<file path="config.mk">
export PLATFORM = sky130hd
export DESIGN_NAME = cordic_arbiter_flat
export DESIGN_NICKNAME = d
export VERILOG_FILES = /design/src/rtl/cordic_pkg.sv /design/src/rtl/cordic_arbiter_if.sv /design/src/rtl/cordic_tag_pipe.sv /design/src/rtl/cordic_arbiter.sv /design/src/flat_wrapper.sv
export SDC_FILE = /design/constraint.sdc
export NUM_CORES = 1
export LEC_CHECK = 0
export ABC_AREA = 0
export CAP_MARGIN = 5
export CORE_MARGIN = 10
export CORE_UTILIZATION = 40
export DETAILED_ROUTE_END_ITERATION = 10
export DONT_BUFFER_PORTS = 1
export GPL_ROUTABILITY_DRIVEN = 0
export SLEW_MARGIN = 10
export SYNTH_ARGS = -nofsm -noshare
export SYNTH_HDL_FRONTEND = slang
export SYNTH_SLANG_ARGS = --single-unit
</file>
<file path="constraint.sdc">
create_clock -name clk -period 3 [get_ports clk]
set_input_delay 0.15 -clock clk [delete_from_list [all_inputs] [get_ports clk]]
set_output_delay 0.15 -clock clk [all_outputs]
set_load 0.005 [all_outputs]
</file>
<file path="src/rtl/cordic_pkg.sv">
`default_nettype none
// ============================================================================
// Module   : cordic_pkg
// Brief    : Shared constants and helpers for the CORDIC arbiter slice.
// Revision : 1.0 - initial release
// ============================================================================
package cordic_pkg;

    typedef enum logic {
        FUNC_COS = 1'b0,
        FUNC_SIN = 1'b1
    } cordic_func_e;

    localparam int CORDIC_W_DEF       = 12;
    localparam int CORDIC_LATENCY_DEF = 13;

    // Round-robin successor of idx in a ring of n entries.
    function automatic int rr_next(input int idx, input int n);
        return (idx + 1 >= n) ? 0 : idx + 1;
    endfunction

endpackage
`default_nettype wire

</file>
<file path="src/rtl/cordic_arbiter_if.sv">
`default_nettype none
// ============================================================================
// Module   : cordic_arbiter_if
// Brief    : Requester and CORDIC-unit bus bundle for cordic_arbiter.
// Revision : 1.0 - initial release
// ============================================================================
interface cordic_arbiter_if #(
    parameter int N_REQ = 4,
    parameter int W     = 12
);
    logic [N_REQ-1:0]       req_valid;
    logic [N_REQ-1:0]       req_ready;
    logic [N_REQ-1:0]       req_func;
    logic [N_REQ*2*W-1:0]   req_a;
    logic [N_REQ-1:0]       rsp_valid;
    logic [N_REQ-1:0]       rsp_ready;
    logic [N_REQ*W-1:0]     rsp_data;
    logic                   cordic_start;
    logic                   cordic_func;
    logic [2*W-1:0]         cordic_a;
    logic [2*W-1:0]         cordic_b;
    logic                   cordic_valid;
    logic [W-1:0]           cordic_f;

    // Arbiter side
    modport slave (
        input  req_valid, req_func, req_a, rsp_ready, cordic_valid, cordic_f,
        output req_ready, rsp_valid, rsp_data, cordic_start, cordic_func,
               cordic_a, cordic_b
    );

    // Requester / CORDIC-unit side
    modport master (
        output req_valid, req_func, req_a, rsp_ready, cordic_valid, cordic_f,
        input  req_ready, rsp_valid, rsp_data, cordic_start, cordic_func,
               cordic_a, cordic_b
    );
endinterface
`default_nettype wire

</file>
<file path="src/rtl/cordic_tag_pipe.sv">
`default_nettype none
// ============================================================================
// Module   : cordic_tag_pipe
// Brief    : Fixed-depth tag shift register tracking in-flight CORDIC ops.
// Revision : 1.0 - initial release
// ============================================================================
module cordic_tag_pipe #(
    parameter int WIDTH = 3,
    parameter int DEPTH = 13
) (
    input  wire logic             clk,
    input  wire logic             rst,
    input  wire logic [WIDTH-1:0] i_tag,
    output logic      [WIDTH-1:0] o_tag
);

    logic [DEPTH-1:0][WIDTH-1:0] r_stage;

    always_ff @(posedge clk) begin
        if (rst) begin
            r_stage <= '0;
        end else begin
            r_stage[0] <= i_tag;
            for (int s = 1; s < DEPTH; s++) begin
                r_stage[s] <= r_stage[s-1];
            end
        end
    end

    assign o_tag = r_stage[DEPTH-1];

endmodule
`default_nettype wire

</file>
<file path="src/rtl/cordic_arbiter.sv">
`default_nettype none
// ============================================================================
// Module   : cordic_arbiter
// Brief    : Round-robin sharing of one pipelined CORDIC unit between N_REQ
//            requesters with per-requester one-deep response slots.
//            Optional protocol checker enabled by CORDIC_ARB_CHECK_EN.
// Revision : 1.0 - initial release
// ============================================================================
module cordic_arbiter
    import cordic_pkg::*;
#(
    parameter int N_REQ   = 4,
    parameter int W       = CORDIC_W_DEF,
    parameter int LATENCY = CORDIC_LATENCY_DEF
) (
    input  wire logic       clk,
    input  wire logic       rst,
    cordic_arbiter_if.slave bus,
    output logic            busy
`ifdef CORDIC_ARB_CHECK_EN
    ,
    output logic            err
`endif
);

    localparam int IDX_W = $clog2(N_REQ);
    localparam int TAG_W = IDX_W + 1;
    localparam int OP_W  = 2 * W;

    logic [N_REQ-1:0]            r_outstanding;
    logic [N_REQ-1:0]            w_eligible;
    logic [N_REQ-1:0]            w_grant;
    logic [N_REQ-1:0]            w_rsp_fire;
    logic [N_REQ-1:0]            r_rsp_valid;
    logic [N_REQ-1:0][W-1:0]     r_rsp_data;
    logic [N_REQ-1:0][OP_W-1:0]  w_req_a;
    logic [IDX_W-1:0]            r_rr_ptr;
    logic [IDX_W-1:0]            w_gnt_idx;
    logic [IDX_W-1:0]            w_cand;
    logic [IDX_W-1:0]            r_issue_id;
    logic                        w_found;
    logic                        r_start;
    cordic_func_e                r_func;
    logic [OP_W-1:0]             r_a;
    logic [TAG_W-1:0]            w_tag_in;
    logic [TAG_W-1:0]            w_tag_out;
    logic                        w_ret_valid;
    logic [IDX_W-1:0]            w_ret_id;

    assign w_req_a    = bus.req_a;
    assign w_eligible = bus.req_valid & ~r_outstanding;
    assign w_rsp_fire = r_rsp_valid & bus.rsp_ready;

    // First eligible index scanning upward from the pointer, with wrap.
    always_comb begin
        w_grant   = '0;
        w_gnt_idx = '0;
        w_found   = 1'b0;
        w_cand    = '0;
        for (int off = 0; off < N_REQ; off++) begin
            w_cand = IDX_W'((int'(r_rr_ptr) + off) % N_REQ);
            if (!w_found && w_eligible[w_cand]) begin
                w_found          = 1'b1;
                w_grant[w_cand]  = 1'b1;
                w_gnt_idx        = w_cand;
            end
        end
    end

    // Issue register: operand and function hold between issues.
    always_ff @(posedge clk) begin
        if (rst) begin
            r_start    <= 1'b0;
            r_func     <= FUNC_COS;
            r_a        <= '0;
            r_issue_id <= '0;
            r_rr_ptr   <= '0;
        end else begin
            r_start <= w_found;
            if (w_found) begin
                r_func     <= cordic_func_e'(bus.req_func[w_gnt_idx]);
                r_a        <= w_req_a[w_gnt_idx];
                r_issue_id <= w_gnt_idx;
                r_rr_ptr   <= IDX_W'(rr_next(int'(w_gnt_idx), N_REQ));
            end
        end
    end

    assign w_tag_in = {r_start, r_issue_id};

    cordic_tag_pipe #(
        .WIDTH (TAG_W),
        .DEPTH (LATENCY)
    ) u_tag_pipe (
        .clk   (clk),
        .rst   (rst),
        .i_tag (w_tag_in),
        .o_tag (w_tag_out)
    );

    assign {w_ret_valid, w_ret_id} = w_tag_out;

    // One op in flight per requester, so a returning result always finds
    // its slot empty and never coincides with that requester's own accept.
    always_ff @(posedge clk) begin
        if (rst) begin
            r_outstanding <= '0;
            r_rsp_valid   <= '0;
            r_rsp_data    <= '0;
        end else begin
            r_outstanding <= (r_outstanding & ~w_rsp_fire) | w_grant;
            for (int i = 0; i < N_REQ; i++) begin
                if (w_ret_valid && (w_ret_id == IDX_W'(i))) begin
                    r_rsp_valid[i] <= 1'b1;
                    r_rsp_data[i]  <= bus.cordic_f;
                end else if (w_rsp_fire[i]) begin
                    r_rsp_valid[i] <= 1'b0;
                end
            end
        end
    end

    assign bus.req_ready    = rst ? '0 : w_grant;
    assign bus.rsp_valid    = r_rsp_valid;
    assign bus.rsp_data     = r_rsp_data;
    assign bus.cordic_start = r_start;
    assign bus.cordic_func  = r_func;
    assign bus.cordic_a     = r_a;
    assign bus.cordic_b     = '0;
    assign busy             = |r_outstanding;

`ifdef CORDIC_ARB_CHECK_EN
    localparam int MASK_W = $clog2(LATENCY + 1);

    logic [MASK_W-1:0] r_mask_cnt;
    logic              r_err;

    // Results issued before a reset may still drain for LATENCY cycles.
    always_ff @(posedge clk) begin
        if (rst) begin
            r_mask_cnt <= '0;
            r_err      <= 1'b0;
        end else if (r_mask_cnt != MASK_W'(LATENCY)) begin
            r_mask_cnt <= r_mask_cnt + MASK_W'(1);
        end else if (bus.cordic_valid != w_ret_valid) begin
            r_err <= 1'b1;
        end
    end

    assign err = r_err;
`else
    logic w_unused_cordic_valid;
    assign w_unused_cordic_valid = bus.cordic_valid;
`endif

endmodule
`default_nettype wire

</file>
<file path="src/flat_wrapper.sv">
// flat-port wrapper written by rule: the top's interface ports become plain ports
module cordic_arbiter_flat import cordic_pkg::*;
#(
    parameter int N_REQ   = 4,
    parameter int W       = CORDIC_W_DEF,
    parameter int LATENCY = CORDIC_LATENCY_DEF
)
  (clk, rst, busy, bus_req_valid, bus_req_func, bus_req_a, bus_rsp_ready, bus_cordic_valid, bus_cordic_f, bus_req_ready, bus_rsp_valid, bus_rsp_data, bus_cordic_start, bus_cordic_func, bus_cordic_a, bus_cordic_b);
  cordic_arbiter_if #(.N_REQ(N_REQ), .W(W)) bus_i ();
  input  wire logic clk;
  input  wire logic rst;
  output logic busy;
  input wire logic [$bits(bus_i.req_valid)-1:0] bus_req_valid;
  input wire logic [$bits(bus_i.req_func)-1:0] bus_req_func;
  input wire logic [$bits(bus_i.req_a)-1:0] bus_req_a;
  input wire logic [$bits(bus_i.rsp_ready)-1:0] bus_rsp_ready;
  input wire logic [$bits(bus_i.cordic_valid)-1:0] bus_cordic_valid;
  input wire logic [$bits(bus_i.cordic_f)-1:0] bus_cordic_f;
  output wire logic [$bits(bus_i.req_ready)-1:0] bus_req_ready;
  output wire logic [$bits(bus_i.rsp_valid)-1:0] bus_rsp_valid;
  output wire logic [$bits(bus_i.rsp_data)-1:0] bus_rsp_data;
  output wire logic [$bits(bus_i.cordic_start)-1:0] bus_cordic_start;
  output wire logic [$bits(bus_i.cordic_func)-1:0] bus_cordic_func;
  output wire logic [$bits(bus_i.cordic_a)-1:0] bus_cordic_a;
  output wire logic [$bits(bus_i.cordic_b)-1:0] bus_cordic_b;
  assign bus_i.req_valid = bus_req_valid;
  assign bus_i.req_func = bus_req_func;
  assign bus_i.req_a = bus_req_a;
  assign bus_i.rsp_ready = bus_rsp_ready;
  assign bus_i.cordic_valid = bus_cordic_valid;
  assign bus_i.cordic_f = bus_cordic_f;
  assign bus_req_ready = bus_i.req_ready;
  assign bus_rsp_valid = bus_i.rsp_valid;
  assign bus_rsp_data = bus_i.rsp_data;
  assign bus_cordic_start = bus_i.cordic_start;
  assign bus_cordic_func = bus_i.cordic_func;
  assign bus_cordic_a = bus_i.cordic_a;
  assign bus_cordic_b = bus_i.cordic_b;
  cordic_arbiter #(.N_REQ(N_REQ), .W(W), .LATENCY(LATENCY)) u_core (.clk(clk), .rst(rst), .bus(bus_i), .busy(busy));
endmodule
</file>
# Yosys cells after proc, flatten, opt, wreduce, memory -nomap -nowiden
# Index checks and enable logic that the tools add are counted.
[word_totals]
ff_bits = 125
wordCells = 115
output_inout_bits = 107
in_bits = 123
[classes]
eq_ne = 3
bitwise = 9
n_reduce_logical = 20
add_sub_neg = 4
mux = 42
order_cmp = 10
[ops]
columns = ["op", "count"]
rows = [
  ["binary-select mux 24 bit (select 2 bit)", 1],
  ["two-way mux 24 bit", 1],
  ["two-way mux 1 bit", 21],
  ["two-way mux 4 bit", 5],
  ["bitwise OR 4 bit", 4],
  ["< comparator 2 x 3 -> 1 bit (second input constant)", 5],
  ["bitwise AND 4 bit", 3],
  ["logical AND 1 bit", 11],
  ["binary-select mux 1 bit (select 2 bit)", 5],
  ["two-way mux 2 bit", 5],
  ["demux 1 bit (select 2 bit)", 4],
  [">= comparator 2 x 1 -> 1 bit (second input constant)", 4],
  ["NOT 4 bit", 2],
  ["nonzero test 2 bit", 4],
  ["adder 2 bit (second input constant)", 2],
  ["== test 2 bit (second input constant)", 2],
  ["OR reduction 4 bit", 1],
  ["adder 2 x 1 -> 3 bit (second input constant)", 1],
  [">= comparator 3 bit (second input constant)", 1],
  ["zero test 1 bit", 3],
  ["adder 2 x 1 -> 2 bit (second input constant)", 1],
  ["== test 2 x 1 -> 1 bit (second input constant)", 1],
  ["zero test 2 bit", 1],
]

# Logic depth before layout (Yosys ltp)
[depth]
depth_word = 17
ltp_mapped = 12
depth_no_buf = 8

# By module
# From an unflattened synthesis, not the netlist that was laid out.
[hier_totals]
hier_cells = 629
hier_area_um2 = 5539.1
[modules_own_cells]
columns = ["module", "cells_each", "instances", "area_per_inst_um2", "seq_area_each_um2"]
rows = [
  ["cordic_arbiter", 544, 1, 4441.8, 1721.7],
  ["cordic_tag_pipe", 85, 1, 1097.3, 780.7],
]

# Worst setup path before layout
# No wires, ideal clock.
[synth_timing]
kind = "reg2reg"
start = "register u_core.r_rr_ptr[0]"
end = "register u_core.r_a[12] (netlist: u_core.bus.cordic_a[12])"
n_path_buf = 4
period_less_slack_ps = 3182
stages_incl_launch_ff = 13
path_slack_ps = -182
t_required_ps = 2899
arrival_time_ps = 3081
path_cell_list = "dfxtp_1 > buf_4 > inv_2 > ha_1 > buf_2 > and4b_1 > or4_1 > buf_2 > o21bai_4 > mux2i_1 > buf_2 > mux2i_1 > o41ai_1"
[synth_via]
elab_chain_len = 14
[synth_rtl]
columns = ["element", "line_no", "source"]
rows = [
  ["from (decl)", "cordic_arbiter.sv:37", "logic [IDX_W-1:0] r_rr_ptr;"],
  ["from (signal assigned)", "cordic_arbiter.sv:84", "r_rr_ptr <= IDX_W'(rr_next(int'(w_gnt_idx), N_REQ));"],
  ["parallel branches: the longest is 14 deep, another holds adder 2 x 1 -> 2 bit", "--", ""],
  ["to (signal assigned)", "cordic_arbiter.sv:82", "r_a <= w_req_a[w_gnt_idx];"],
  ["to (decl)", "cordic_arbiter.sv:44", "logic [OP_W-1:0] r_a;"],
]
# Several ways; the timed one is not identified. The select of a mux whose other input is x is not followed.
# A chain may end at the register's enable or synchronous reset.

# Worst setup path after layout
[layout_timing]
start = "register u_core.r_rr_ptr[0]"
end = "register u_core.r_a[19] (netlist: u_core.bus.cordic_a[19])"
# Same word-level chain as after synthesis.

==> impl_metrics.yaml <==
timing:
  maxSlewViolCount: 0
  relSlewSlack_pct: 42.97
  worst_pin_slew_ns: 0.8523
  fin_ws_ns: 0.05245
  setup_viol: 0
  rsz0062_at_grt: "yes"
  fmax_ghz: 0.3393
  skew_ns: 0.01206
  setup_tns_ns: 0
  period_share_pct: 98.25
  fin_crit_ns: 2.948
  hold_viol: 0
finish:
  diodes: 0
  most-common-layout-cells: "126 x nand2_1, 124 x dfxtp_1, 57 x a21oi_1"
  fin_util_pct: 48.20
  drive_gt1_share_pct: 11.01
  mostFrequentLayoutCell: "nand2_1"
  finalNetCount: 791
  n_fill_cell: 1315
  design_area_um2: 6639
  synthToLayoutAreaGrowth_pct: 18.62
pwr:
  ir_drop_v: 0.0008504
  leakage_uw: 0.002454
  powerDensity_nw_per_um2: 1015
  total_power_uw: 6740
yosys:
  synthAdderAreaFrac_pct: 1.789
  synth_cell_types: 49
  synth_edf_count: 0
  synth_top_family_by_area: "simple AND/OR/NAND/NOR gates"
  ys_ff_latch: 125
  synth.avg_cell_area_um2: 8.745
  netlist_area_um2: 5597
  synth-xor-area-share_pct: 0.4471
  synth_compound_area_share_pct: 18.47
  synthCells: 640
  yosysWarnings: 0
  synthMuxAreaShare_pct: 6.528
  seq_area_frac_synth_pct: 44.71
  synth-simple-area-share_pct: 20.93
  synthFlopType: "dfxtp_1"
  synthArstFlopShare_pct: 0
placement:
  place_area_um2: 5705
  dpl.hpwl_um: 11900
  pre_cts_ws_ns: 0.01302
  port_buffers: 0
critical_path:
  critPathKind: "reg -> reg"
  crit_path_start_kind: "flip-flop"
  worst_setup_path_end_kind: "flip-flop"
  worst-path-buf-inv: 2
  regToRegSetupSlack_ns: 0.05
  path_max_fanout: 19
  cp.arrival_ns: 3.20
  cp_slowest_cell: "or4_4"
  max_stage_delay_ns: 0.55
  r2r_start: "u_core.r_rr_ptr[0]$_SDFFE_PP0P_"
  crit_chain: "inv_4 > ha_1 > and4b_2 > or4_4 > o21bai_4 > mux2i_4 > buf_12 > mux2i_1 > o41ai_2"
  reg2reg_to: "u_core.bus.cordic_a[19]$_SDFFE_PP0P_"
  path_delay_family: "simple AND/OR/NAND/NOR gates"
  crit_required_ns: 3.26
  rr_worst_depth: 9
floorplan:
  die-height_um: 138.3
  coreArea_um2: 13770
  ios: 230
  die_x_um: 138.3
  dieArea_um2: 19120
  start_util_pct: 40.63
  rows: 43
clock_tree:
  clkSinkCount: 125
  h-tree-depth: 4
  path_clk_slew_ns: 0.06
  cts_buffer_depth: 2
  clock_latency_ns: 0.41
  ctsRootBufferMaster: "clkbuf_16"
  cts_tree: "yes"
  cts_buffers: 17
detailed_routing:
  drt-initial-drc-count: 270
  finalWirelength_um: 16410
  remaining_drc_errors: 0
  viasPerCell: 5.472
  ant_nets: 0
  post_drt_wl_per_cell_um: 19.25
  first_pass_iters: 7
  route.vias.total: 4662
hold_path:
  worstHoldStart: "bus_req_a[33]"
  hold_class: "in -> reg"
  min_to: "u_core.bus.cordic_a[9]$_SDFFE_PP0P_"
  hold_depth: 2
global_routing:
  overflow: 0
  grt_max_degree: 96
  grt_pass1_vias: 4697
  grt_pass1_wl_um: 25900
  grt_antenna_before_repair: 0
  grt.total_usage_pct: 16.36
flow_run:
  drv_cap: 0
run_status:
  outcome: "completed"
[through the flow]
| step | hold slack, ns | cells |
|---|---|---|
| after floorplan | 0.2860 | 663 |
| after global placement | 0.2320 | 790 |
| after detailed placement | 0.2384 | 790 |
| after CTS | 0.002903 | 851 |
| after global routing | 0.009210 | 852 |
| final | 0.01089 | 852 |
[Yosys cell counts, drive strengths merged, types with 7 or more instances]
| cell type | number | area [µm²] |
|---|---|---|
| o21ai | 11 | 55.05 |
| mux2i | 32 | 320.3 |
| clkbuf | 29 | 108.9 |
| a21oi | 61 | 305.3 |
| inv | 8 | 30.03 |
| nor2b | 43 | 269.0 |
| ha | 8 | 100.1 |
| nand2b | 8 | 50.05 |
| buf | 39 | 256.5 |
| o41ai | 20 | 175.2 |
| dfxtp | 125 | 2502 |
| nand2 | 126 | 473.0 |
| nor3 | 34 | 170.2 |
| a221oi | 7 | 61.31 |
| o21bai | 31 | 244.0 |
[sequential cells by signal, summed over array words and instances (netlist names)]
name	count
u_core.u_tag_pipe.r_stage	36
u_core.r_outstanding	4
u_core.bus.rsp_data	48
u_core.bus.cordic_a	24
u_core.r_issue_id	2
u_core.bus.rsp_valid	4
u_core.bus.cordic_start	1
u_core.r_rr_ptr	2
u_core.bus.cordic_func	1
u_core.u_tag_pipe.o_tag	3
[worst max-delay path by stage]
| stage | from | end | slack [ns] | cells after the start |
|---|---|---|---|---|
| floorplan | u_core.r_rr_ptr[0]$_SDFFE_PP0P_ | u_core.bus.cordic_a[0]$_SDFFE_PP0P_ | 0.007 | 12 |
| global placement | u_core.r_rr_ptr[0]$_SDFFE_PP0P_ | u_core.bus.cordic_a[23]$_SDFFE_PP0P_ | 0.14 | 9 |
| detailed placement | u_core.r_rr_ptr[0]$_SDFFE_PP0P_ | u_core.bus.cordic_a[19]$_SDFFE_PP0P_ | 0.01 | 9 |
| CTS | u_core.r_rr_ptr[0]$_SDFFE_PP0P_ | bus_req_ready[3] | 0.006 | 8 |
| global route | u_core.r_rr_ptr[0]$_SDFFE_PP0P_ | u_core.bus.cordic_a[7]$_SDFFE_PP0P_ | -0.01 | 9 |
| finish | u_core.r_rr_ptr[0]$_SDFFE_PP0P_ | u_core.bus.cordic_a[19]$_SDFFE_PP0P_ | 0.05 | 9 |
[layer usage]
layer / global-route usage [%] / up-vias / part of all wire, %
li1: - / 2224 / -
met1: 17.53 / 2186 / 38
met2: 26.41 / 228 / 48
met3: 9.452 / 24 / 12
met4: 5.605 / 0 / 1.7
met5: 0 / - / 0
[final cells by class]
cell class	count	area [µm²]	area share, %
Timing Repair Buffer	46	462.9	6.973
Clock buffer	19	442.9	6.672
Inverter	8	32.53	0.4900
Tap cell	180	225.2	3.392
Multi-Input combinational cell	462	2856	43.03
Sequential cell	125	2504	37.71
Clock inverter	12	115.1	1.734
[report_power, final]
part | switching, µW | internal [µW] | leakage (µW)
Combinational | 1620 | 1140 | 0.00117
Sequential | 179 | 1880 | 0.00102
Clock | 761 | 1160 | 0.000266
[kinds of logic after synthesis]
kind of cell,count (synthesis)
simple gates,240
xor+xnor,2
other cells,1
flops,125
compound gates,154
buf+inv,76
mux,34
fa+ha+maj,8
[repair_timing]
item | 4_1_cts | 5_1_grt
buffers inserted | 0 | 1
gates resized for setup | 3 | 9
endpoints found under the hold margin | 104 | 0
hold buffers | 30 | 0
pin swaps | 0 | 3
endpoints found under the setup margin | 3 | 21
Note: power is estimated with default switching activity, not from simulation.
